File: src/rtl/vram_write_scheduler_pkg.sv
// Shared definitions for the VRAM write scheduler: widths, scheduler state encoding, entry sizing.
// Latency: n/a (types and constants only).
// Backpressure: n/a.
package vram_write_scheduler_pkg;

  // Shared VRAM address width used by the CPU bus decode and the GPU VRAM port.
  localparam int VRAM_ADDR_WIDTH = 16;
  localparam int VRAM_DATA_WIDTH = 8;

  // IDLE: queue empty. WAIT: entries queued, video active. DRAIN: entries queued, blanking.
  typedef enum logic [1:0] {
    ST_IDLE  = 2'd0,
    ST_WAIT  = 2'd1,
    ST_DRAIN = 2'd2
  } sched_state_t;

  // One queued write is {address, data}.
  function automatic int entry_width(input int addr_width);
    return addr_width + VRAM_DATA_WIDTH;
  endfunction

endpackage

File: src/rtl/vram_write_fifo.sv
// Synchronous FIFO holding deferred VRAM writes; head entry is presented combinationally.
// Latency: a pushed entry is visible at o_pop_dat the cycle after the push edge.
// Backpressure: push refused when full unless a pop happens on the same edge.
// Ports: clk/rst_n, i_push/i_push_dat, i_pop, o_pop_dat (head), o_level, o_full, o_empty.
module vram_write_fifo #(
  parameter int DEPTH = 16,
  parameter int WIDTH = 24
) (
  input  logic                   clk,
  input  logic                   rst_n,
  input  logic                   i_push,
  input  logic [WIDTH-1:0]       i_push_dat,
  input  logic                   i_pop,
  output logic [WIDTH-1:0]       o_pop_dat,
  output logic [$clog2(DEPTH):0] o_level,
  output logic                   o_full,
  output logic                   o_empty
);

  localparam int PTR_W = $clog2(DEPTH);
  localparam int LVL_W = PTR_W + 1;

  logic [WIDTH-1:0] r_mem [DEPTH];
  logic [PTR_W-1:0] r_wr_ptr;
  logic [PTR_W-1:0] r_rd_ptr;
  logic [LVL_W-1:0] r_level;

  logic w_full;
  logic w_empty;
  logic w_do_pop;
  logic w_do_push;

  assign w_full    = (r_level == LVL_W'(DEPTH));
  assign w_empty   = (r_level == '0);
  assign w_do_pop  = i_pop && !w_empty;
  // When full, the slot being written is the one being popped this edge; the
  // head read below still returns the old entry because the write is registered.
  assign w_do_push = i_push && (!w_full || w_do_pop);

  always_ff @(posedge clk) begin
    if (w_do_push) begin
      r_mem[r_wr_ptr] <= i_push_dat;
    end
  end

  // Pointers wrap naturally because DEPTH is a power of two.
  always_ff @(posedge clk or negedge rst_n) begin
    if (!rst_n) begin
      r_wr_ptr <= '0;
      r_rd_ptr <= '0;
      r_level  <= '0;
    end else begin
      if (w_do_push) begin
        r_wr_ptr <= r_wr_ptr + PTR_W'(1);
      end
      if (w_do_pop) begin
        r_rd_ptr <= r_rd_ptr + PTR_W'(1);
      end
      case ({w_do_push, w_do_pop})
        2'b10:   r_level <= r_level + LVL_W'(1);
        2'b01:   r_level <= r_level - LVL_W'(1);
        default: r_level <= r_level;
      endcase
    end
  end

  assign o_pop_dat = r_mem[r_rd_ptr];
  assign o_level   = r_level;
  assign o_full    = w_full;
  assign o_empty   = w_empty;

endmodule

File: src/rtl/vram_write_scheduler.sv
// Defers CPU VRAM writes into a FIFO and replays them one per clock only during blanking.
// Latency: strobe to vram_write_enable is 2 clocks minimum (push edge, then registered pop/issue).
// Backpressure: none toward the CPU; a write arriving at a full FIFO with no pop is dropped and
//   the sticky overflow flag is raised.
// Ports: clk, rst (async active-low); cpu_* write request; writable from video timing;
//   vram_* issue outputs; fifo_level/fifo_full status; overflow/clear_overflow; drain_done pulse.
module vram_write_scheduler
  import vram_write_scheduler_pkg::*;
#(
  parameter int DEPTH      = 16,
  parameter int ADDR_WIDTH = VRAM_ADDR_WIDTH
) (
  input  logic                   clk,
  input  logic                   rst,
  input  logic [7:0]             cpu_data,
  input  logic [ADDR_WIDTH-1:0]  cpu_address,
  input  logic                   cpu_write_enable,
  input  logic                   cpu_select_vram,
  input  logic                   writable,
  output logic [7:0]             vram_data,
  output logic [ADDR_WIDTH-1:0]  vram_address,
  output logic                   vram_write_enable,
  output logic [$clog2(DEPTH):0] fifo_level,
  output logic                   fifo_full,
  output logic                   overflow,
  input  logic                   clear_overflow,
  output logic                   drain_done
);

  localparam int EW    = entry_width(ADDR_WIDTH);
  localparam int LVL_W = $clog2(DEPTH) + 1;

  sched_state_t r_state;
  sched_state_t w_state_nxt;

  logic                  w_push_req;
  logic                  w_push;
  logic                  w_pop;
  logic                  w_drop;
  logic                  w_last_pop;
  logic                  w_full;
  logic                  w_empty;
  logic [LVL_W-1:0]      w_level;
  logic [EW-1:0]         w_head;

  logic                  r_vram_we;
  logic [ADDR_WIDTH-1:0] r_vram_address;
  logic [7:0]            r_vram_data;
  logic                  r_drain_done;
  logic                  r_overflow;

  assign w_push_req = cpu_write_enable && cpu_select_vram;
  // Pop requires DRAIN (entered on an earlier writable edge) and writable on this edge,
  // so at most one write can land in the cycle after blanking ends.
  assign w_pop      = (r_state == ST_DRAIN) && writable && !w_empty;
  assign w_push     = w_push_req && (!w_full || w_pop);
  assign w_drop     = w_push_req && w_full && !w_pop;
  assign w_last_pop = w_pop && !w_push && (w_level == LVL_W'(1));

  vram_write_fifo #(
    .DEPTH (DEPTH),
    .WIDTH (EW)
  ) u_fifo (
    .clk        (clk),
    .rst_n      (rst),
    .i_push     (w_push),
    .i_push_dat ({cpu_address, cpu_data}),
    .i_pop      (w_pop),
    .o_pop_dat  (w_head),
    .o_level    (w_level),
    .o_full     (w_full),
    .o_empty    (w_empty)
  );

  always_ff @(posedge clk or negedge rst) begin
    if (!rst) begin
      r_state <= ST_IDLE;
    end else begin
      r_state <= w_state_nxt;
    end
  end

  always_comb begin
    w_state_nxt = r_state;
    case (r_state)
      ST_IDLE: begin
        if (w_push) begin
          w_state_nxt = writable ? ST_DRAIN : ST_WAIT;
        end
      end
      ST_WAIT: begin
        if (writable) begin
          w_state_nxt = ST_DRAIN;
        end
      end
      ST_DRAIN: begin
        if (w_last_pop) begin
          w_state_nxt = ST_IDLE;
        end else if (!writable) begin
          w_state_nxt = ST_WAIT;
        end
      end
      default: w_state_nxt = ST_IDLE;
    endcase
  end

  // Issue register: address/data hold their last issued value between writes.
  always_ff @(posedge clk or negedge rst) begin
    if (!rst) begin
      r_vram_we      <= 1'b0;
      r_vram_address <= '0;
      r_vram_data    <= '0;
      r_drain_done   <= 1'b0;
    end else begin
      r_vram_we    <= w_pop;
      r_drain_done <= w_last_pop;
      if (w_pop) begin
        {r_vram_address, r_vram_data} <= w_head;
      end
    end
  end

  // A drop on the same edge as a clear keeps the flag set.
  always_ff @(posedge clk or negedge rst) begin
    if (!rst) begin
      r_overflow <= 1'b0;
    end else if (w_drop) begin
      r_overflow <= 1'b1;
    end else if (clear_overflow) begin
      r_overflow <= 1'b0;
    end
  end

  assign vram_write_enable = r_vram_we;
  assign vram_address      = r_vram_address;
  assign vram_data         = r_vram_data;
  assign drain_done        = r_drain_done;
  assign overflow          = r_overflow;
  assign fifo_level        = w_level;
  assign fifo_full         = w_full;

endmodule

File: config.mk
export PLATFORM = sky130hd
export DESIGN_NAME = vram_write_scheduler
export DESIGN_NICKNAME = d
export VERILOG_FILES = /design/src/rtl/vram_write_scheduler_pkg.sv /design/src/rtl/vram_write_fifo.sv /design/src/rtl/vram_write_scheduler.sv
export SDC_FILE = /design/constraint.sdc
export NUM_CORES = 1
export LEC_CHECK = 0
export CORE_MARGIN = 2
export CORE_UTILIZATION = 60
export DETAILED_ROUTE_END_ITERATION = 12
export PLACE_DENSITY = 0.91
export SLEW_MARGIN = 20
export SYNTH_ARGS = -nofsm -noshare
export SYNTH_HDL_FRONTEND = slang
export SYNTH_SLANG_ARGS = --single-unit
File: constraint.sdc
create_clock -name clk -period 5.62 [get_ports clk]
set_input_delay 0.843 -clock clk [delete_from_list [all_inputs] [get_ports clk]]
set_output_delay 0.843 -clock clk [all_outputs]
set_load 0.01 [all_outputs]
==> results of run 1 <==
## final cells by class
type	instances	area, sq um
fillers	1560	8200
clock buffers	57	1170
repair buffers	82	768
clock inverters	19	201
multi-input cells	270	3630
well taps	341	427
flip-flops and latches	426	12600
inverters	10	40.0
## placed cells by master (no fill, tap or decap), types with 10 or more instances in the layout
master and instances:
ha_1 10, mux2i_1 25, dfrtp_1 39, clkbuf_16 43
nor2_1 28, clkbuf_1 10, mux4_2 96, a221oi_2 20
o22ai_1 25, buf_4 21, edfxtp_1 384, clkdlybuf4s50_1 61
## worst paths after layout
check	startpoint	end	slack, ps	depth (start not counted)
max	u_fifo.o_level[0]	u_fifo.r_mem[10][0]	2200	8
min	rst	u_fifo.o_level[0]	330	1
max reg2reg	u_fifo.o_level[0]	u_fifo.r_mem[10][0]	2200	8
min reg2reg	overflow	overflow	550	2
max in group asynchronous	rst	u_fifo.r_rd_ptr[2]	4780	1
min in group clk	overflow	overflow	550	2
## registers in the layout, summed over array words and instances, names as in the netlist
signal and count:
drain_done 1, overflow 1, r_state 2, u_fifo.o_level 5, u_fifo.r_mem 384, u_fifo.r_rd_ptr 4
u_fifo.r_wr_ptr 4, vram_address 16, vram_data 8, vram_write_enable 1
## kinds of logic (layout without fill, tap and decap cells)
family / after synthesis / after routing / share of synthesized area, %
xor+xnor: 11 / 11 / 0.583
buf+inv: 52 / 168 / 2.14
fa+ha+maj: 10 / 10 / 0.757
flops: 426 / 426 / 76.2
compound gates: 58 / 58 / 3.37
mux: 122 / 122 / 14.7
simple gates: 69 / 69 / 2.31
## power breakdown
part           internal (mW)  switching [mW]  total (mW)
Sequential              3.74           0.443        4.18
Clock                   1.64            1.13        2.77
Combinational           1.09           0.985        2.08
Total                   6.47            2.56        9.03
## synthesized netlist by cell type, types with 3 or more instances
| master | n | area (sq um) |
|---|---|---|
| edfxtp_1 | 384 | 11500 |
| mux4_2 | 96 | 2160 |
| dfrtp_1 | 42 | 1050 |
| nor2_1 | 32 | 120 |
| mux2i_1 | 25 | 250 |
| o22ai_1 | 25 | 156 |
| a221oi_2 | 20 | 300 |
| buf_2 | 18 | 90.1 |
| ha_1 | 10 | 125 |
| and2_1 | 9 | 56.3 |
| inv_1 | 9 | 33.8 |
| buf_4 | 8 | 60.1 |
| buf_6 | 8 | 90.1 |
| xnor2_1 | 7 | 61.3 |
| nand2_1 | 6 | 22.5 |
| a221oi_1 | 4 | 35.0 |
| clkbuf_1 | 4 | 15.0 |
| nor4_1 | 4 | 25.0 |
| xor2_1 | 4 | 35.0 |
| a21oi_1 | 3 | 15.0 |
| nand3_1 | 3 | 15.0 |
## worst max-delay path: stages (launching register included)
cell and delay (ps):
dfrtp_1 490, inv_1 140, ha_1 290, and4bb_4 250, a21oi_4 290, inv_4 140
nor3b_4 270, and2_1 780, buf_4 400
## per-stage QoR
stage / utilization, % / cells / hold slack (ps)
floorplan: - / 748 / 504
global route: 69.7 / 1205 / 368
CTS: 69.6 / 1205 / 551
global placement: 64.6 / 1129 / 520
finish: 69.7 / 1205 / 331
detailed placement: 64.6 / 1129 / 524
## routing by layer
metal	GRT usage, %	part of all wire, %
met5	0	0
met4	9.25	3.1
met3	4.44	7.2
met2	43.7	52
met1	32.8	37
==> flow_metrics.env, run 1 <==
export IMPL_outcome="finished clean"
export IMPL_syn_inst=748
export IMPL_io_pin_count=63
export IMPL_via_count=8006
export IMPL_antenna_found_initial=0
export IMPL_hold_violations=0
export IMPL_period_needed_ps=3420
export IMPL_clock_skew_final_ps=18.9
export IMPL_synth_edf_count=384
export IMPL_place_congestion=0.788
export IMPL_setup_viol=0
export IMPL_drc=0
export IMPL_dr_pass1_iters=5
export IMPL_antenna_left=0
export IMPL_io_buffer_count=62
export IMPL_core_sq_mm=0.0270
export IMPL_tritoncts="done"
export IMPL_clock_sinks=426
export IMPL_synth_main_ff_cell="edfxtp_1"
export IMPL_cp_data_arrival_time_ps=3620
export IMPL_cap_violations=0
export IMPL_crit_required_ps=5830
export IMPL_grt_pass1_vias=8522
export IMPL_ir_drop_mv=0.285
export IMPL_async_flop_share_pct=9.86
export IMPL_area_growth_syn_to_layout_pct=14.0
export IMPL_routed_wl_mm=35.4
export IMPL_yosysWarnings=0
export IMPL_syn_nets=788
export IMPL_grtUsageTotal_pct=25.3
export IMPL_place_area_sq_mm=0.0175
export IMPL_drive_gt1_share_pct=25.6
export IMPL_finalWorstSetupSlack_ps=2200
export IMPL_dp_final_hpwl_mm=19.1
export IMPL_cts_hold_fix_buffers=0
export IMPL_post_cts_resized=0
export IMPL_overflow=0
export IMPL_final_area_sq_mm=0.0188
export IMPL_crit_type="flip-flop to flip-flop"
export IMPL_fmax_ghz=0.293
export IMPL_wl_per_cell_microns=29.4
export IMPL_syn_avg_cell_area_sq_um=22.1
export IMPL_antennaDiodeCount=0
export IMPL_cts_root_buf="clkbuf_16"
export IMPL_drv_slew=0
export IMPL_dieArea_sq_mm=0.0289
export IMPL_p_leak_nw=6.06
export IMPL_finalNetCount=871
export IMPL_p_per_area_mw_per_mm2=480
export IMPL_crit_path_max_fanout=13
export IMPL_clk_latency_ps=540
export IMPL_path_clk_slew_ps=60
export IMPL_vias_per_cell=6.64
export IMPL_grt_max_degree=69
export IMPL_synth_seq_cells=426
export IMPL_start_util_pct=61.1
export IMPL_ys_seq_area_share_pct=76.2
export IMPL_rows=60
export IMPL_drtIter0Drc=777
export IMPL_rsz0062_at_grt="no"
export IMPL_post_route_period_util_pct=60.8
export IMPL_place_ws_ps=1830
export IMPL_grt_pass1_wl_mm=52.7
export IMPL_tns_ps=0
export IMPL_die_y_microns=170
export IMPL_setup_worst_path_end_class="flip-flop"
export IMPL_synthesis_area_sq_mm=0.0165
export IMPL_power_mw=9.03
export IMPL_cts_max_level=2
export IMPL_cts_inserted_buffers=41
export IMPL_relSlewSlack_pct=28.8
export IMPL_cts_setup_buffers=0
export IMPL_yosys_cell_types_count=42
export IMPL_die_w_microns=170
export IMPL_start_kind="flip-flop"
export IMPL_hp_class="primary input to asynchronous set/reset pin"
export IMPL_cts_buffer_depth=3
export IMPL_worst_slew_pin_transition_ps=1070
Note: power is estimated with default switching activity, not from simulation.
==> run 2: changes to the inputs <==
- clock period: 5.62 -> 3.2 ns (I/O delays scaled with it)
==> run 2 against run 1 <==
Sequential cell count is the same. Total power up 78%. Core utilization increased by 0.94 points. Non-clock buffer count grew 26. Sequential power up 70%. Worst setup slack got worse by 1800 ps. Global-route usage is 2.3 points higher. Register-to-register slack lost 1800 ps. Via count grew 4.2%. Maximum frequency up 22%. Final cell count rose by 2.2%.
==> flow_metrics.env, run 2 (same netlist as run 1, synthesis figures left out) <==
export IMPL_via_count=8339
export IMPL_start_kind="flip-flop"
export IMPL_post_cts_resized=0
export IMPL_cp_cell_sequence="inv_1 -> ha_1 -> and4bb_4 -> a21oi_4 -> inv_4 -> nor3b_4 -> and2_1 -> buf_4"
export IMPL_core_sq_mm=0.0270
export IMPL_fill_cells=1485
export IMPL_antennaDiodeCount=0
export IMPL_cts_max_level=2
export IMPL_drtIter0Drc=1069
export IMPL_power_switching_mw=4.67
export IMPL_crit_buf_inv=3
export IMPL_cap_violations=0
export IMPL_fin_hold_ws_ps=493
export IMPL_vias_per_cell=6.77
export IMPL_seq_area_sq_mm=0.0126
export IMPL_fmax_ghz=0.358
export IMPL_overflow=0
export IMPL_power_frac_comb_pct=26.0
export IMPL_tritoncts="done"
export IMPL_ir_drop_mv=0.507
export IMPL_die_y_microns=170
export IMPL_rsz0062_at_grt="no"
export IMPL_grtUsageTotal_pct=27.6
export IMPL_relSlewSlack_pct=49.6
export IMPL_grt_pass1_wl_mm=56.9
export IMPL_final_area_sq_mm=0.0191
export IMPL_largest_register_ffs=384
export IMPL_antenna_left=0
export IMPL_drive_gt1_share_pct=27.3
export IMPL_seq_power_share_pct=44.1
export IMPL_p_leak_nw=6.23
export IMPL_crit_path_top_delay_cell="dfrtp_1"
export IMPL_hold_violations=0
export IMPL_place_congestion=0.782
export IMPL_p_per_area_mw_per_mm2=844
export IMPL_multi_input_area_sq_mm=0.00363
export IMPL_fin_util_pct=70.6
export IMPL_area_growth_syn_to_layout_pct=15.5
export IMPL_setup_viol=0
export IMPL_post_route_period_util_pct=87.4
export IMPL_cts_setup_buffers=0
export IMPL_clock_sinks=426
export IMPL_path_clk_slew_ps=60
export IMPL_start_util_pct=61.1
export IMPL_startpoint="u_fifo.o_level[0]"
export IMPL_period_needed_ps=2800
export IMPL_setup_worst_path_end_class="flip-flop"
export IMPL_final_common_cell="edfxtp_1"
export IMPL_routed_wl_mm=38.4
export IMPL_wl_per_cell_microns=31.2
export IMPL_cts_root_buf="clkbuf_16"
export IMPL_worst_slew_pin_transition_ps=753
export IMPL_die_w_microns=170
export IMPL_hp_class="primary input to asynchronous set/reset pin"
export IMPL_intPower_mw=11.4
export IMPL_crit_type="flip-flop to flip-flop"
export IMPL_place_area_sq_mm=0.0177
export IMPL_r2r_start="u_fifo.o_level[0]"
export IMPL_dr_pass1_iters=5
export IMPL_io_pin_count=63
export IMPL_cp_data_arrival_time_ps=2990
export IMPL_largest_register="u_fifo.r_mem"
export IMPL_critPathTopFamily="simple AND/OR/NAND/NOR gates"
export IMPL_outcome="finished clean"
export IMPL_clock_skew_final_ps=13.2
export IMPL_rows=60
export IMPL_max_stage_delay_ps=490
export IMPL_clk_latency_ps=540
export IMPL_drv_slew=0
export IMPL_drc=0
export IMPL_tns_ps=0
export IMPL_cts_buffer_depth=3
export IMPL_dieArea_sq_mm=0.0289
export IMPL_io_buffer_count=62
export IMPL_grt_max_degree=47
export IMPL_grt_pass1_vias=8710
export IMPL_crit_required_ps=3390
export IMPL_cts_inserted_buffers=41
export IMPL_sw_frac_of_total_pct=29.0
export IMPL_layout_common_cells="edfxtp_1, mux4_2, clkdlybuf4s50_1"
export IMPL_finalNetCount=897
export IMPL_crit_path_max_fanout=20
export IMPL_dp_final_hpwl_mm=22.4
export IMPL_p_clk_share_pct=29.8
export IMPL_antenna_found_initial=0
-- run 2: changes by cell type in the layout (fill, tap and decap cells not counted), moves of 3 or more --
| cell | change |
|---|---|
| clkinv_1 | -3 |
| clkinvlp_4 | -4 |
| clkbuf_1 | +4 |
| clkbuf_8 | +3 |
| buf_12 | +7 |
| buf_4 | +18 |
-- run 2: worst reg2reg max path: stages (launching register included) --
cell and delay [ps]:
dfrtp_1 490, inv_1 140, ha_1 280, and4bb_4 240, a21oi_4 300, inv_4 130
nor3b_4 310, and2_1 200, buf_4 350
-- run 2: cell type report --
| class | instances | share of cell area (%) |
|---|---|---|
| well taps | 341 | 2.24 |
| clock buffers | 64 | 6.42 |
| flip-flops and latches | 426 | 66.0 |
| multi-input cells | 270 | 19.0 |
| clock inverters | 12 | 0.610 |
| inverters | 10 | 0.210 |
| repair buffers | 108 | 5.52 |
-- run 2: power groups by stage --
stage               Combinational [mW]  Sequential [mW]  Clock, mW
floorplan                         3.03             6.94          0
global placement                  3.95             7.16          0
detailed placement                4.09             7.20          0
CTS                               4.19             7.10       4.85
global route                      4.41             7.15       5.06
finish                            4.19             7.10       4.80
-- run 2: per-layer routing --
metal | up-vias | track usage, % | share of wire [%]
li1 | 3332 | - | -
met1 | 4388 | 34.6 | 36
met2 | 513 | 49.5 | 54
met3 | 106 | 3.84 | 7.1
met4 | 0 | 10.4 | 3.7
met5 | - | 0 | 0
-- run 2: metrics by stage --
step / total power, mW / std cells / worst slack, ps
6_report: 16.1 / 1231 / 403
5_1_grt: 16.6 / 1231 / 285
4_1_cts: 16.1 / 1230 / 427
3_5_place_dp: 11.3 / 1154 / 399
3_3_place_gp: 11.1 / 1154 / 493
2_1_floorplan: 9.97 / 748 / -944
-- run 2: worst paths after layout --
kind	end	depth (start not counted)	slack [ps]
setup reg to reg	u_fifo.r_mem[10][0]	8	400
hold reg to reg	overflow	2	540
min in group clk	r_state[0]	2	530
setup / recovery	u_fifo.r_mem[10][0]	8	400
hold / removal	vram_data[7]	2	490
max in group asynchronous	vram_address[11]	3	2100
-- run 2: timing repair --
action                                  4_1_cts  5_1_grt
hold endpoints to repair                      0       21
hold buffers                                  0        1
endpoints found under the setup margin        0        0
==> run 3: changes to the inputs <==
- CORE_UTILIZATION: 60 -> 45
- CTS_CLUSTER_DIAMETER: default -> 40
- PLACE_DENSITY: 0.91 -> 0.74
==> run 3 against run 2 <==
Final area increased by 1.7%. Clock skew increased by 5.7 ps. Clock power increased by 7.5%. Combinational power decreased by 4.8%. Global-route usage decreased by 9.9 points. Largest cell class unchanged. Largest power group unchanged.
==> flow_metrics.env, run 3 (same netlist as run 1, synthesis figures left out) <==
export IMPL_hp_class="primary input to asynchronous set/reset pin"
export IMPL_worst_slew_pin_transition_ps=723
export IMPL_via_count=7625
export IMPL_power_switching_mw=4.57
export IMPL_post_route_period_util_pct=85.2
export IMPL_rr_worst_depth=8
export IMPL_cts_inserted_buffers=46
export IMPL_crit_required_ps=2720
export IMPL_grt_pass1_vias=8028
export IMPL_outcome="finished clean"
export IMPL_final_common_cell="edfxtp_1"
export IMPL_fmax_ghz=0.367
export IMPL_crit_type="flip-flop to output pin"
export IMPL_layout_common_cells="edfxtp_1, mux4_2, clkdlybuf4s50_1"
export IMPL_dp_final_hpwl_mm=19.4
export IMPL_ir_drop_mv=0.379
export IMPL_tns_ps=0
export IMPL_cts_max_level=2
export IMPL_start_util_pct=45.4
export IMPL_placed_cells=1272
export IMPL_setup_worst_path_end_class="output pin"
export IMPL_cp_data_arrival_time_ps=2240
export IMPL_sw_frac_of_total_pct=28.2
export IMPL_start_kind="flip-flop"
export IMPL_grt_pass1_wl_mm=50.4
export IMPL_io_pin_count=63
export IMPL_setup_viol=0
export IMPL_place_ws_ps=424
export IMPL_ff2ff_setup_slack_ps=640
export IMPL_multi_input_area_sq_mm=0.00363
export IMPL_drv_slew=0
export IMPL_post_cts_resized=0
export IMPL_dr_pass1_iters=5
export IMPL_p_clk_share_pct=31.9
export IMPL_stdcell_count=1359
export IMPL_core_sq_mm=0.0363
export IMPL_cts_hold_fix_buffers=1
export IMPL_power_frac_comb_pct=24.7
export IMPL_drc=0
export IMPL_grt_max_degree=36
export IMPL_clk_latency_ps=550
export IMPL_grtUsageTotal_pct=17.7
export IMPL_antenna_found_initial=0
export IMPL_finalWorstSetupSlack_ps=475
export IMPL_hold_violations=0
export IMPL_dieArea_sq_mm=0.0383
export IMPL_antenna_left=0
export IMPL_cts_setup_buffers=0
export IMPL_fill_cells=2652
export IMPL_crit_path_max_fanout=6
export IMPL_die_y_microns=196
export IMPL_critPathCapture="fifo_full"
export IMPL_largest_register_ffs=384
export IMPL_cts_buffer_depth=3
export IMPL_cap_violations=0
export IMPL_finalNetCount=893
export IMPL_area_growth_syn_to_layout_pct=17.4
export IMPL_vias_per_cell=5.61
export IMPL_r2r_start="u_fifo.o_level[0]"
export IMPL_die_w_microns=196
export IMPL_seq_power_share_pct=43.4
export IMPL_place_congestion=0.745
export IMPL_seq_area_sq_mm=0.0126
export IMPL_largest_register="u_fifo.r_mem"
export IMPL_drive_gt1_share_pct=27.7
export IMPL_io_buffer_count=62
export IMPL_intPower_mw=11.6
export IMPL_clock_skew_final_ps=18.9
export IMPL_path_clk_slew_ps=60
export IMPL_cts_root_buf="clkbuf_16"
export IMPL_wl_per_cell_microns=24.1
export IMPL_power_mw=16.2
export IMPL_r2r_end="u_fifo.r_mem[11][14]"
export IMPL_antennaDiodeCount=0
export IMPL_drtIter0Drc=725
export IMPL_p_leak_nw=6.26
export IMPL_clock_sinks=426
export IMPL_relSlewSlack_pct=51.8
export IMPL_startpoint="u_fifo.o_level[1]"
export IMPL_routed_wl_mm=32.7
export IMPL_rows=70
export IMPL_p_per_area_mw_per_mm2=833
export IMPL_tritoncts="done"
export IMPL_rsz0062_at_grt="no"
export IMPL_period_needed_ps=2720
export IMPL_fin_util_pct=53.4
export IMPL_overflow=0
run 3: cell types whose count changed in the layout (fill, tap and decap cells not counted), sizes merged:
cell and delta:
clkinv +2, clkbuf -1, buf -9, clkinvlp +2, inv +7
run 3: stage by stage:
step / instance area [sq um] / hold WS [ps]
4_1_cts: 19400 / 520
3_3_place_gp: 17900 / 518
6_report: 19400 / 504
2_1_floorplan: 16500 / 184
5_1_grt: 19400 / 539
3_5_place_dp: 17900 / 550
run 3: per-layer routing:
metal,global-route usage (%),share of wire (%),up-vias
met2,29.7,51,222
li1,-,-,3339
met4,4.75,2.0,0
met5,0,0,-
met3,2.69,4.8,56
met1,24.3,43,4008
run 3: how the worst min path moves through the flow:
| stage | startpoint | endpoint | slack (ps) | cells after the start |
|---|---|---|---|---|
| 6_report | rst | vram_address[1] | 500 | 2 |
| 5_1_grt | clear_overflow | overflow | 540 | 2 |
| 4_1_cts | clear_overflow | overflow | 520 | 2 |
| 3_5_place_dp | overflow | overflow | 550 | 2 |
| 3_3_place_gp | overflow | overflow | 520 | 2 |
| 2_1_floorplan | rst | drain_done | 180 | 0 |
run 3: power by group through the flow:
stage | clock network (mW) | logic, mW | registers, mW
final | 5.16 | 3.99 | 7.01
after global routing | 5.48 | 4.31 | 7.08
after CTS | 5.27 | 4.08 | 7.02
after detailed placement | 0 | 4.04 | 7.13
after global placement | 0 | 3.99 | 7.11
after floorplan | 0 | 3.03 | 6.94
run 3: worst max-delay path, cell delays in order, from the launching register on:
cell and delay [ps]:
dfrtp_1 440, inv_1 130, ha_1 260, and4bb_4 310, clkdlybuf4s50_1 560
run 3: layout make-up:
class / count / area share (%)
multi-input combinational: 270 / 18.7
tap: 468 / 3.02
sequential: 426 / 64.9
clock buffer: 63 / 6.62
timing repair buffer: 99 / 5.39
inverter: 10 / 0.206
clock inverter: 23 / 1.16
